--- src/rtl/line_rasterizer_pkg.sv ---
// ============================================================================
// Module : avg_pkg
// Brief  : Shared types and constants for the line rasterizer slice.
// Rev    : 1.0  initial release
// ============================================================================
`default_nettype none

package avg_pkg;

    typedef enum logic [1:0] {
        IDLE  = 2'd0,
        SETUP = 2'd1,
        DRAW  = 2'd2
    } rast_state_t;

    localparam int c_SCREEN_W = 640;
    localparam int c_SCREEN_H = 480;
    localparam int c_INT_W    = 4;

endpackage

`default_nettype wire

--- src/rtl/line_rasterizer_if.sv ---
// ============================================================================
// Module : line_rasterizer_if
// Brief  : Segment-queue pop link and framebuffer pixel link of the rasterizer.
// Rev    : 1.0  initial release
// ============================================================================
`default_nettype none

interface line_rasterizer_if #(
    parameter int COORD_W = 13,
    parameter int PIX_W   = 10
) ();
    import avg_pkg::*;

    logic signed [COORD_W-1:0] lnStartX;
    logic signed [COORD_W-1:0] lnStartY;
    logic signed [COORD_W-1:0] lnEndX;
    logic signed [COORD_W-1:0] lnEndY;
    logic [c_INT_W-1:0]        lnIntensity;
    logic                      lnEmpty;
    logic                      lnRead;
    logic [PIX_W-1:0]          pixX;
    logic [PIX_W-1:0]          pixY;
    logic [c_INT_W-1:0]        pixIntensity;
    logic                      pixValid;
    logic                      pixReady;
    logic                      busy;
    logic                      lineDone;

    modport master (
        input  lnStartX, lnStartY, lnEndX, lnEndY, lnIntensity, lnEmpty, pixReady,
        output lnRead, pixX, pixY, pixIntensity, pixValid, busy, lineDone
    );

    modport slave (
        output lnStartX, lnStartY, lnEndX, lnEndY, lnIntensity, lnEmpty, pixReady,
        input  lnRead, pixX, pixY, pixIntensity, pixValid, busy, lineDone
    );

endinterface

`default_nettype wire

--- src/rtl/line_rasterizer_coord_map.sv ---
// ============================================================================
// Module : line_coord_map
// Brief  : Combinational map of one signed centred point to screen pixel space.
// Rev    : 1.0  initial release
// ============================================================================
`default_nettype none

module line_coord_map #(
    parameter int COORD_W  = 13,
    parameter int PIX_W    = 10,
    parameter int SHIFT    = 3,
    parameter int SCREEN_W = 640,
    parameter int SCREEN_H = 480
) (
    input  wire logic signed [COORD_W-1:0] x_i,
    input  wire logic signed [COORD_W-1:0] y_i,
    output logic signed [PIX_W+1:0]        px_o,
    output logic signed [PIX_W+1:0]        py_o
);
    localparam int PW = PIX_W + 2;
    localparam logic signed [PW-1:0] c_HALF_W = PW'(SCREEN_W / 2);
    localparam logic signed [PW-1:0] c_HALF_H = PW'(SCREEN_H / 2);

    logic signed [COORD_W-1:0] w_xs;
    logic signed [COORD_W-1:0] w_ys;

    assign w_xs = x_i >>> SHIFT;
    assign w_ys = y_i >>> SHIFT;

    // Screen y grows downward, so the centred y axis is inverted.
    assign px_o = PW'(w_xs) + c_HALF_W;
    assign py_o = c_HALF_H - PW'(w_ys);

endmodule

`default_nettype wire

--- src/rtl/line_rasterizer.sv ---
// ============================================================================
// Module : line_rasterizer
// Brief  : Pops segments, maps them to pixel space and walks them with
//          Bresenham, one pixel per cycle. Optional clipping: LINE_RASTER_CLIP_EN.
// Rev    : 1.0  initial release
// ============================================================================
`default_nettype none

module line_rasterizer
    import avg_pkg::*;
#(
    parameter int COORD_W  = 13,
    parameter int PIX_W    = 10,
    parameter int SHIFT    = 3,
    parameter int SCREEN_W = c_SCREEN_W,
    parameter int SCREEN_H = c_SCREEN_H
) (
    input  wire logic          clk,
    input  wire logic          rst,
    line_rasterizer_if.master  bus
);
    localparam int PW = PIX_W + 2;
    localparam int EW = PIX_W + 3;
    localparam logic signed [PW-1:0] c_ONE   = PW'(1);
    localparam logic signed [EW-1:0] c_EZERO = '0;

    rast_state_t state_q, state_d;

    logic signed [COORD_W-1:0] hx0_q, hy0_q, hx1_q, hy1_q;
    logic signed [COORD_W-1:0] hx0_d, hy0_d, hx1_d, hy1_d;
    logic [c_INT_W-1:0]        int_q, int_d;
    logic signed [PW-1:0]      x_q, y_q, xe_q, ye_q;
    logic signed [PW-1:0]      x_d, y_d, xe_d, ye_d;
    logic signed [EW-1:0]      dx_q, dy_q, err_q;
    logic signed [EW-1:0]      dx_d, dy_d, err_d;
    logic                      sxn_q, syn_q, sxn_d, syn_d;
    logic                      lineDone_q, lineDone_d;

    logic signed [PW-1:0] w_px0, w_py0, w_px1, w_py1;
    logic signed [EW-1:0] w_ddx, w_ddy, w_adx, w_ady;
    logic signed [EW:0]   w_e2;
    logic                 w_pop, w_emit, w_adv, w_at_end;

    line_coord_map #(
        .COORD_W(COORD_W), .PIX_W(PIX_W), .SHIFT(SHIFT),
        .SCREEN_W(SCREEN_W), .SCREEN_H(SCREEN_H)
    ) u_map_start (
        .x_i(hx0_q), .y_i(hy0_q), .px_o(w_px0), .py_o(w_py0)
    );

    line_coord_map #(
        .COORD_W(COORD_W), .PIX_W(PIX_W), .SHIFT(SHIFT),
        .SCREEN_W(SCREEN_W), .SCREEN_H(SCREEN_H)
    ) u_map_end (
        .x_i(hx1_q), .y_i(hy1_q), .px_o(w_px1), .py_o(w_py1)
    );

`ifdef LINE_RASTER_CLIP_EN
    localparam logic signed [PW-1:0] c_ZERO = '0;
    localparam logic signed [PW-1:0] c_SW   = PW'(SCREEN_W);
    localparam logic signed [PW-1:0] c_SH   = PW'(SCREEN_H);
    assign w_emit = (x_q >= c_ZERO) && (x_q < c_SW) && (y_q >= c_ZERO) && (y_q < c_SH);
`else
    assign w_emit = 1'b1;
`endif

    assign w_ddx    = EW'(w_px1) - EW'(w_px0);
    assign w_ddy    = EW'(w_py1) - EW'(w_py0);
    assign w_adx    = (w_ddx < c_EZERO) ? -w_ddx : w_ddx;
    assign w_ady    = (w_ddy < c_EZERO) ? -w_ddy : w_ddy;
    assign w_e2     = {err_q, 1'b0};
    assign w_pop    = (state_q == IDLE) && !bus.lnEmpty;
    // Off-screen pixels are skipped without waiting on the framebuffer.
    assign w_adv    = (state_q == DRAW) && (!w_emit || bus.pixReady);
    assign w_at_end = (x_q == xe_q) && (y_q == ye_q);

    assign bus.lnRead       = w_pop && !rst;
    assign bus.pixValid     = (state_q == DRAW) && w_emit;
    assign bus.pixX         = x_q[PIX_W-1:0];
    assign bus.pixY         = y_q[PIX_W-1:0];
    assign bus.pixIntensity = int_q;
    assign bus.busy         = (state_q != IDLE);
    assign bus.lineDone     = lineDone_q;

    always_comb begin
        state_d    = state_q;
        hx0_d      = hx0_q;
        hy0_d      = hy0_q;
        hx1_d      = hx1_q;
        hy1_d      = hy1_q;
        int_d      = int_q;
        x_d        = x_q;
        y_d        = y_q;
        xe_d       = xe_q;
        ye_d       = ye_q;
        dx_d       = dx_q;
        dy_d       = dy_q;
        err_d      = err_q;
        sxn_d      = sxn_q;
        syn_d      = syn_q;
        lineDone_d = 1'b0;
        case (state_q)
            IDLE: begin
                if (w_pop) begin
                    hx0_d   = bus.lnStartX;
                    hy0_d   = bus.lnStartY;
                    hx1_d   = bus.lnEndX;
                    hy1_d   = bus.lnEndY;
                    int_d   = bus.lnIntensity;
                    state_d = SETUP;
                end
            end
            SETUP: begin
                x_d   = w_px0;
                y_d   = w_py0;
                xe_d  = w_px1;
                ye_d  = w_py1;
                dx_d  = w_adx;
                dy_d  = -w_ady;
                err_d = w_adx - w_ady;
                sxn_d = (w_ddx < c_EZERO);
                syn_d = (w_ddy < c_EZERO);
                if (int_q == '0) begin
                    lineDone_d = 1'b1;
                    state_d    = IDLE;
                end else begin
                    state_d = DRAW;
                end
            end
            DRAW: begin
                if (w_adv) begin
                    if (w_at_end) begin
                        lineDone_d = 1'b1;
                        state_d    = IDLE;
                    end else begin
                        // Both axis decisions use the error term from before this step.
                        err_d = err_q + ((w_e2 >= dy_q) ? dy_q : c_EZERO)
                                      + ((w_e2 <= dx_q) ? dx_q : c_EZERO);
                        if (w_e2 >= dy_q) x_d = sxn_q ? (x_q - c_ONE) : (x_q + c_ONE);
                        if (w_e2 <= dx_q) y_d = syn_q ? (y_q - c_ONE) : (y_q + c_ONE);
                    end
                end
            end
            default: state_d = IDLE;
        endcase
    end

    always_ff @(posedge clk or posedge rst) begin
        if (rst) begin
            state_q    <= IDLE;
            hx0_q      <= '0;
            hy0_q      <= '0;
            hx1_q      <= '0;
            hy1_q      <= '0;
            int_q      <= '0;
            x_q        <= '0;
            y_q        <= '0;
            xe_q       <= '0;
            ye_q       <= '0;
            dx_q       <= '0;
            dy_q       <= '0;
            err_q      <= '0;
            sxn_q      <= 1'b0;
            syn_q      <= 1'b0;
            lineDone_q <= 1'b0;
        end else begin
            state_q    <= state_d;
            hx0_q      <= hx0_d;
            hy0_q      <= hy0_d;
            hx1_q      <= hx1_d;
            hy1_q      <= hy1_d;
            int_q      <= int_d;
            x_q        <= x_d;
            y_q        <= y_d;
            xe_q       <= xe_d;
            ye_q       <= ye_d;
            dx_q       <= dx_d;
            dy_q       <= dy_d;
            err_q      <= err_d;
            sxn_q      <= sxn_d;
            syn_q      <= syn_d;
            lineDone_q <= lineDone_d;
        end
    end

endmodule

`default_nettype wire

--- src/flat_wrapper.sv ---
// flat-port wrapper written by rule: the top's interface ports become plain ports
module line_rasterizer_flat import avg_pkg::*;
#(
    parameter int COORD_W  = 13,
    parameter int PIX_W    = 10,
    parameter int SHIFT    = 3,
    parameter int SCREEN_W = c_SCREEN_W,
    parameter int SCREEN_H = c_SCREEN_H
)
  (clk, rst, bus_lnStartX, bus_lnStartY, bus_lnEndX, bus_lnEndY, bus_lnIntensity, bus_lnEmpty, bus_pixReady, bus_lnRead, bus_pixX, bus_pixY, bus_pixIntensity, bus_pixValid, bus_busy, bus_lineDone);
  line_rasterizer_if #(.COORD_W(COORD_W), .PIX_W(PIX_W)) bus_i ();
  input  wire logic clk;
  input  wire logic rst;
  input wire logic [$bits(bus_i.lnStartX)-1:0] bus_lnStartX;
  input wire logic [$bits(bus_i.lnStartY)-1:0] bus_lnStartY;
  input wire logic [$bits(bus_i.lnEndX)-1:0] bus_lnEndX;
  input wire logic [$bits(bus_i.lnEndY)-1:0] bus_lnEndY;
  input wire logic [$bits(bus_i.lnIntensity)-1:0] bus_lnIntensity;
  input wire logic [$bits(bus_i.lnEmpty)-1:0] bus_lnEmpty;
  input wire logic [$bits(bus_i.pixReady)-1:0] bus_pixReady;
  output wire logic [$bits(bus_i.lnRead)-1:0] bus_lnRead;
  output wire logic [$bits(bus_i.pixX)-1:0] bus_pixX;
  output wire logic [$bits(bus_i.pixY)-1:0] bus_pixY;
  output wire logic [$bits(bus_i.pixIntensity)-1:0] bus_pixIntensity;
  output wire logic [$bits(bus_i.pixValid)-1:0] bus_pixValid;
  output wire logic [$bits(bus_i.busy)-1:0] bus_busy;
  output wire logic [$bits(bus_i.lineDone)-1:0] bus_lineDone;
  assign bus_i.lnStartX = bus_lnStartX;
  assign bus_i.lnStartY = bus_lnStartY;
  assign bus_i.lnEndX = bus_lnEndX;
  assign bus_i.lnEndY = bus_lnEndY;
  assign bus_i.lnIntensity = bus_lnIntensity;
  assign bus_i.lnEmpty = bus_lnEmpty;
  assign bus_i.pixReady = bus_pixReady;
  assign bus_lnRead = bus_i.lnRead;
  assign bus_pixX = bus_i.pixX;
  assign bus_pixY = bus_i.pixY;
  assign bus_pixIntensity = bus_i.pixIntensity;
  assign bus_pixValid = bus_i.pixValid;
  assign bus_busy = bus_i.busy;
  assign bus_lineDone = bus_i.lineDone;
  line_rasterizer #(.COORD_W(COORD_W), .PIX_W(PIX_W), .SHIFT(SHIFT), .SCREEN_W(SCREEN_W), .SCREEN_H(SCREEN_H)) u_core (.clk(clk), .rst(rst), .bus(bus_i));
endmodule
--- config.mk ---
export PLATFORM = sky130hd
export DESIGN_NAME = line_rasterizer_flat
export DESIGN_NICKNAME = d
export VERILOG_FILES = /design/src/rtl/line_rasterizer_pkg.sv /design/src/rtl/line_rasterizer_if.sv /design/src/rtl/line_rasterizer_coord_map.sv /design/src/rtl/line_rasterizer.sv /design/src/flat_wrapper.sv
export SDC_FILE = /design/constraint.sdc
export NUM_CORES = 1
export LEC_CHECK = 0
export ABC_AREA = 1
export BUFFER_PORTS_ARGS = -buffer_cell sky130_fd_sc_hd__buf_2
export CAP_MARGIN = 15
export CORE_ASPECT_RATIO = 0.5
export CORE_MARGIN = 2
export CORE_UTILIZATION = 41
export CTS_CLUSTER_DIAMETER = 100
export CTS_CLUSTER_SIZE = 16
export DETAILED_ROUTE_END_ITERATION = 16
export HOLD_SLACK_MARGIN = 0.15
export PLACE_DENSITY = 0.63
export SETUP_SLACK_MARGIN = 0.4
export SYNTH_ARGS = -nofsm -noshare
export SYNTH_HDL_FRONTEND = slang
export SYNTH_SLANG_ARGS = --single-unit
--- constraint.sdc ---
create_clock -name clk -period 5.1 [get_ports clk]
set_input_delay 0.255 -clock clk [delete_from_list [all_inputs] [get_ports clk]]
set_output_delay 0.255 -clock clk [all_outputs]
set_load 0.03 [all_outputs]
* Yosys cells after proc, flatten, opt, wreduce, memory -nomap -nowiden *
Cells that the tools add are included.

storage, ports and cells
  bits in registers = 146
  bits of input ports = 60
  output and inout bits = 28

operators by class
  add/sub/neg operators = 16
  magnitude comparators = 4
  eq/ne operators = 10
  mux-type cells = 26
  reduce and logical (&&, ||, !) cells = 15

operator list
  kind                                                                            number
  12-bit two-way mux                                                              8
  13-bit two-way mux                                                              6
  12-bit one-hot mux with 2 select lines                                          2
  13-bit negator                                                                  3
  13-bit adder                                                                    2
  13-bit by 1-bit less-than comparator with 1-bit output (second input constant)  2
  13-bit one-hot mux with 2 select lines                                          1
  12-bit by 2-bit adder with 12-bit output (second input constant)                2
  12-bit by 11-bit == test with 1-bit output                                      2
  11-bit by 11-bit subtractor with 12-bit output                                  2
  12-bit by 2-bit subtractor with 12-bit output (second input constant)           2
  10-bit by 10-bit adder with 11-bit output (second input constant)               2
  9-bit by 10-bit subtractor with 11-bit output (first input constant)            2
  14-bit by 13-bit >= comparator with 1-bit output                                1
  14-bit by 13-bit <= comparator with 1-bit output                                1
  13-bit subtractor                                                               1
  2-bit by 1-bit inequality test with 1-bit output (second input constant)        5
  2-bit two-way mux                                                               4
  4-bit AND reduction                                                             2
  2-bit one-hot mux with 3 select lines                                           1
  3-bit AND reduction                                                             2
  1-bit logical AND                                                               4
  4-bit logical NOT                                                               1
  2-bit nonzero test                                                              2
  8 further kinds                                                                 11

* Longest topological paths before layout *
  depth after elaboration = 7
  gate-level depth with buffers = 40
  gate-level depth less buffers = 39

* Modules after synthesis *
From an unflattened synthesis, not the netlist that was laid out.

unflattened totals
  cells, all modules = 1,567
  area total of the unflattened synthesis = 12,052.8 um^2

by module, submodules not included
  module           times used  cells each  area each (um^2)  seq. area each (um^2)
  line_rasterizer  1           1,467       11,454.7          3,703.6
  line_coord_map   2           50          299.0             0.0

* Least setup slack after synthesis *
Ideal clock, no wire load.

  path kind = flip-flop to flip-flop
  from = register u_core.hy0_q[3]
  to = register u_core.err_q[11]
  data arrival time = 4.402 ns
  data required time = 5.023 ns
  path slack = 0.620 ns
  stages on the path, launching flop included = 37
  buffers on the path = 0
  cells stage by stage = dfrtp_1 inv_1 ha_1 nand3_2 xor2_1 ha_1 a21oi_1 o21ai_1 nor2_1 clkinv_1 nand2_2 nand2_2 nand3_2 nand2_1 nand2_1 nand2_2 nand2_4 nand2_2 xor2_4 ha_1 a21oi_1 and2_1 nor2_1 nor2_1 o21bai_1 nand2_1 nand2_1 nand2_1 nand2_1 a21oi_1 nor2_1 or2_2 nand3_1 nand2_1 nand3_1 nand3_1 a21oi_1

on the way
  longest elaborated chain between the ends = 6

RTL lines
  what                                                                                      line                             RTL
  start: declaration                                                                        line_rasterizer.sv:29            logic signed [COORD_W-1:0] hx0_q, hy0_q, hx1_q, hy1_q;
  start signal: assignment                                                                  line_rasterizer.sv:169           hy0_q <= hy0_d;
  9-bit by 10-bit subtractor with 11-bit output *                                           line_rasterizer_coord_map.sv:32  assign py_o = c_HALF_H - PW'(w_ys);
  11-bit by 11-bit subtractor with 12-bit output *                                          line_rasterizer.sv:68            assign w_ddy = EW'(w_py1) - EW'(w_py0);
  13-bit negator or 13-bit by 1-bit less-than comparator with 1-bit output (tied branches)  line_rasterizer.sv:70            assign w_ady = (w_ddy < c_EZERO) ? -w_ddy : w_ddy;
  13-bit two-way mux *                                                                      line_rasterizer.sv:70
  13-bit subtractor *                                                                       line_rasterizer.sv:120           err_d = w_adx - w_ady;
  13-bit one-hot mux with 2 select lines *                                                  line_rasterizer.sv:102           case (state_q)
  end signal: assignment                                                                    line_rasterizer.sv:179           err_q <= err_d;
  end: declaration                                                                          line_rasterizer.sv:34            logic signed [EW-1:0] dx_q, dy_q, err_q;

Every way passes the cells marked *; elsewhere a longest branch is shown, timed or not.
A chain may end at the register's enable or synchronous reset.

* Final worst setup path *
  from = register u_core.hy0_q[4]
  to = register u_core.err_q[11]

Same word-level chain as after synthesis.

==> impl_results.md <==
- Commonest cells after routing, fill and taps aside: nand2_1 (370), inv_1 (201), dfrtp_1 (132), a21oi_1 (100), nor2_1 (100)
- Seq/Total Area, Yosys: 0.303
- Setup TNS: 0 ns
- Status: completed
- Crit path arrival time: 4.82 ns
- Vias in the first global route: 9347
- CTS Sinks: 134
- RSZ-0062 raised after global routing: yes
- Crit Path Class: reg2reg
- Layout cells sized above 1: 0.164
- CP max-delay cell: dfrtp_1
- Starting density of the core: 0.417
- Pins Over Slew Limit: 0
- Total Wirelength: 29500 um
- Area Growth Syn to Fin: 20.3%
- Worst path most repeated cell: nand2_2
- Largest net degree at the start of global routing: 80
- Antenna violations before repair: 0
- Multi-input logic area: 7030 um^2
- Post-synthesis area per instance: 7.38 um^2
- Routed Antenna Nets: 0
- WL per Instance: 14.9 um
- Top Ports: 88
- Slowest stage delay, CP: 0.41 ns
- Synth Instances: 1498
- Gr usage total: 0.215
- Global-route wire length before repair: 48100 um
- Most used flip-flop cell after synthesis: dfrtp_1
- Clock Root Buffer: clkbuf_16
- H-Tree Depth: 4
- Layout Nets: 1788
- Slew HR: 0.333
- 1st-pass router iterations: 5
- Synth Register Bits: 134
- Commonest non-fill, non-tap cell in the layout: nand2_1
- CP Max Fanout: 4
- Total CTS buffers: 17
- Grt ovf: 0
- Post-synthesis cell type count: 55
- CP delay by family, top: simple AND/OR/NAND/NOR gates
- CTS tree: built
- Setup Viol. Count Final: 0
- Fillers: 2593
- Die footprint: 28400 um^2
- Detailed Place HPWL: 21700 um
- Starting DRT DRC Count: 707
- F_max: 0.224 GHz
- GP Congestion: 0.883
- Synthesized net count: 1673
- Die Wd: 236 um
- Vias per cell: 4.98
- Worst path bufs/invs: 2
- Number of synthesized flops with an enable pin: 0
- Register Area: 3360 um^2
- Die height: 120 um
- Async set-or-reset flop fraction in the synthesized netlist: 1.00
- Core ar.: 26500 um^2
- Synth Warn #: 0
- Fraction of the cycle the final worst path needs: 0.875
- CTS max path bufs: 2
- MaxCap Viol Count: 0
- Vias: 9849
- Final hold vios: 0
- Clock transition at path regs: 0.06 ns
- Clock skew: 0.0125 ns
- CP Capture Type: flip-flop
- # diodes: 0
- DRC errors left: 0
- Worst EP required: 5.46 ns
- Hold crit path type: in2reg
- Synthesized area: 11100 um^2
- Port bufs: 75
- Slew @ Worst Pin: 0.991 ns
- Startpoint Class: flip-flop
- Clk_lat worst skew: 0.44 ns
- Row count: 42
- Minimum clock period: 4.46 ns
==> Yosys cell counts (10+ instances only) <==
master	count	area, um^2
xnor2_1	25	219
a22oi_1	10	75.1
mux2_2	18	203
nand2_2	19	119
inv_1	206	773
o21ai_0	90	450
nand3_1	64	320
fa_1	18	360
a21oi_1	107	536
nand2_1	383	1440
clkbuf_1	31	116
nand4_1	14	87.6
xor2_1	36	315
a31oi_1	11	68.8
dfrtp_1	134	3350
nor2_1	104	390
ha_1	97	1210
o21bai_1	12	90.1
nor3_1	12	60.1
buf_4	20	150
==> logic make-up (layout without fill, tap and decap cells) <==
group | Yosys count | after routing | synth area share
compound gates | 263 | 263 | 0.133
xor+xnor | 67 | 67 | 0.0592
fa+ha+maj | 115 | 115 | 0.142
buf+inv | 267 | 394 | 0.0986
flops | 134 | 134 | 0.303
mux | 18 | 18 | 0.0183
simple gates | 634 | 634 | 0.246
==> final cells by class <==
class	instances	area share
clock buffers	20	0.0351
clock inverters	11	0.00950
inverters	213	0.0605
multi-input cells	1097	0.529
flip-flops and latches	134	0.252
well taps	352	0.0331
repair buffers	150	0.0807
==> flip-flops by register name (all words and copies together) (netlist names) <==
register,cells
u_core.dx_q,13
u_core.dy_q,13
u_core.err_q,13
u_core.x_q,12
u_core.y_q,12
u_core.xe_q,11
u_core.ye_q,11
u_core.hx0_q,10
u_core.hx1_q,10
u_core.hy0_q,10
u_core.hy1_q,10
u_core.bus.pixIntensity,4
u_core.state_q,2
u_core.bus.lineDone,1
u_core.sxn_q,1
u_core.syn_q,1
==> routing by layer <==
layer  vias to the layer above  wire length (um)  share of wire  track usage
met1                      4568             15000           0.51        0.311
met2                       193             13000           0.44        0.339
met3                        19              1220          0.041       0.0322
li1                       5069                 -              -            -
met5                         -                 0              0            0
met4                         0               302          0.010       0.0467
==> through the flow <==
step | area, um^2 | util | std cells | setup slack [ns] | hold slack [ns]
2_1_floorplan | 11100 | - | 1498 | 0.620 | 0.406
3_3_place_gp | 11700 | 0.442 | 1886 | 0.240 | 0.447
3_5_place_dp | 11700 | 0.442 | 1886 | 0.145 | 0.454
4_1_cts | 12900 | 0.487 | 1965 | 0.411 | 0.360
5_1_grt | 13300 | 0.502 | 1977 | 0.302 | 0.474
6_report | 13300 | 0.502 | 1977 | 0.637 | 0.385
==> worst register-to-register path, delay by kind of cell (launching register included) <==
family                     cells  cell delay [ns]
DFF                            1             0.41
adders and majority gates      3             0.76
AOI/OAI and AO/OA              4             0.53
xor gates and xnor gates       2             0.41
buffers and inverters          2             0.17
and+or+nand+nor               25             2.13
==> what timing repair did <==
action	4_1_cts	5_1_grt
endpoints found under the setup margin	5	7
setup buffers	2	12
resized for setup	18	73
endpoints found under the hold margin	123	0
pin swaps	3	33
hold buffers	46	0
gates cloned	0	0
==> final timing paths <==
path,cells after the start,to,start,slack (ns)
setup reg to reg,36,u_core.err_q[11]$_DFFE_PP0P_,u_core.hy0_q[4]$_DFFE_PP0P_,0.64
hold / removal,5,u_core.state_q[1]$_DFFE_PP0P_,bus_lnEmpty,0.38
setup / recovery,36,u_core.err_q[11]$_DFFE_PP0P_,u_core.hy0_q[4]$_DFFE_PP0P_,0.64
hold reg to reg,2,u_core.xe_q[3]$_DFFE_PP0P_,u_core.xe_q[3]$_DFFE_PP0P_,0.49
min in group asynchronous,3,u_core.bus.pixIntensity[2]$_DFFE_PP0P_,rst,0.50
max in group asynchronous,4,u_core.err_q[3]$_DFFE_PP0P_,rst,3.27
Power is not shown: default switching activity piles up to over one toggle a cycle in this logic, so the estimate is an artifact.
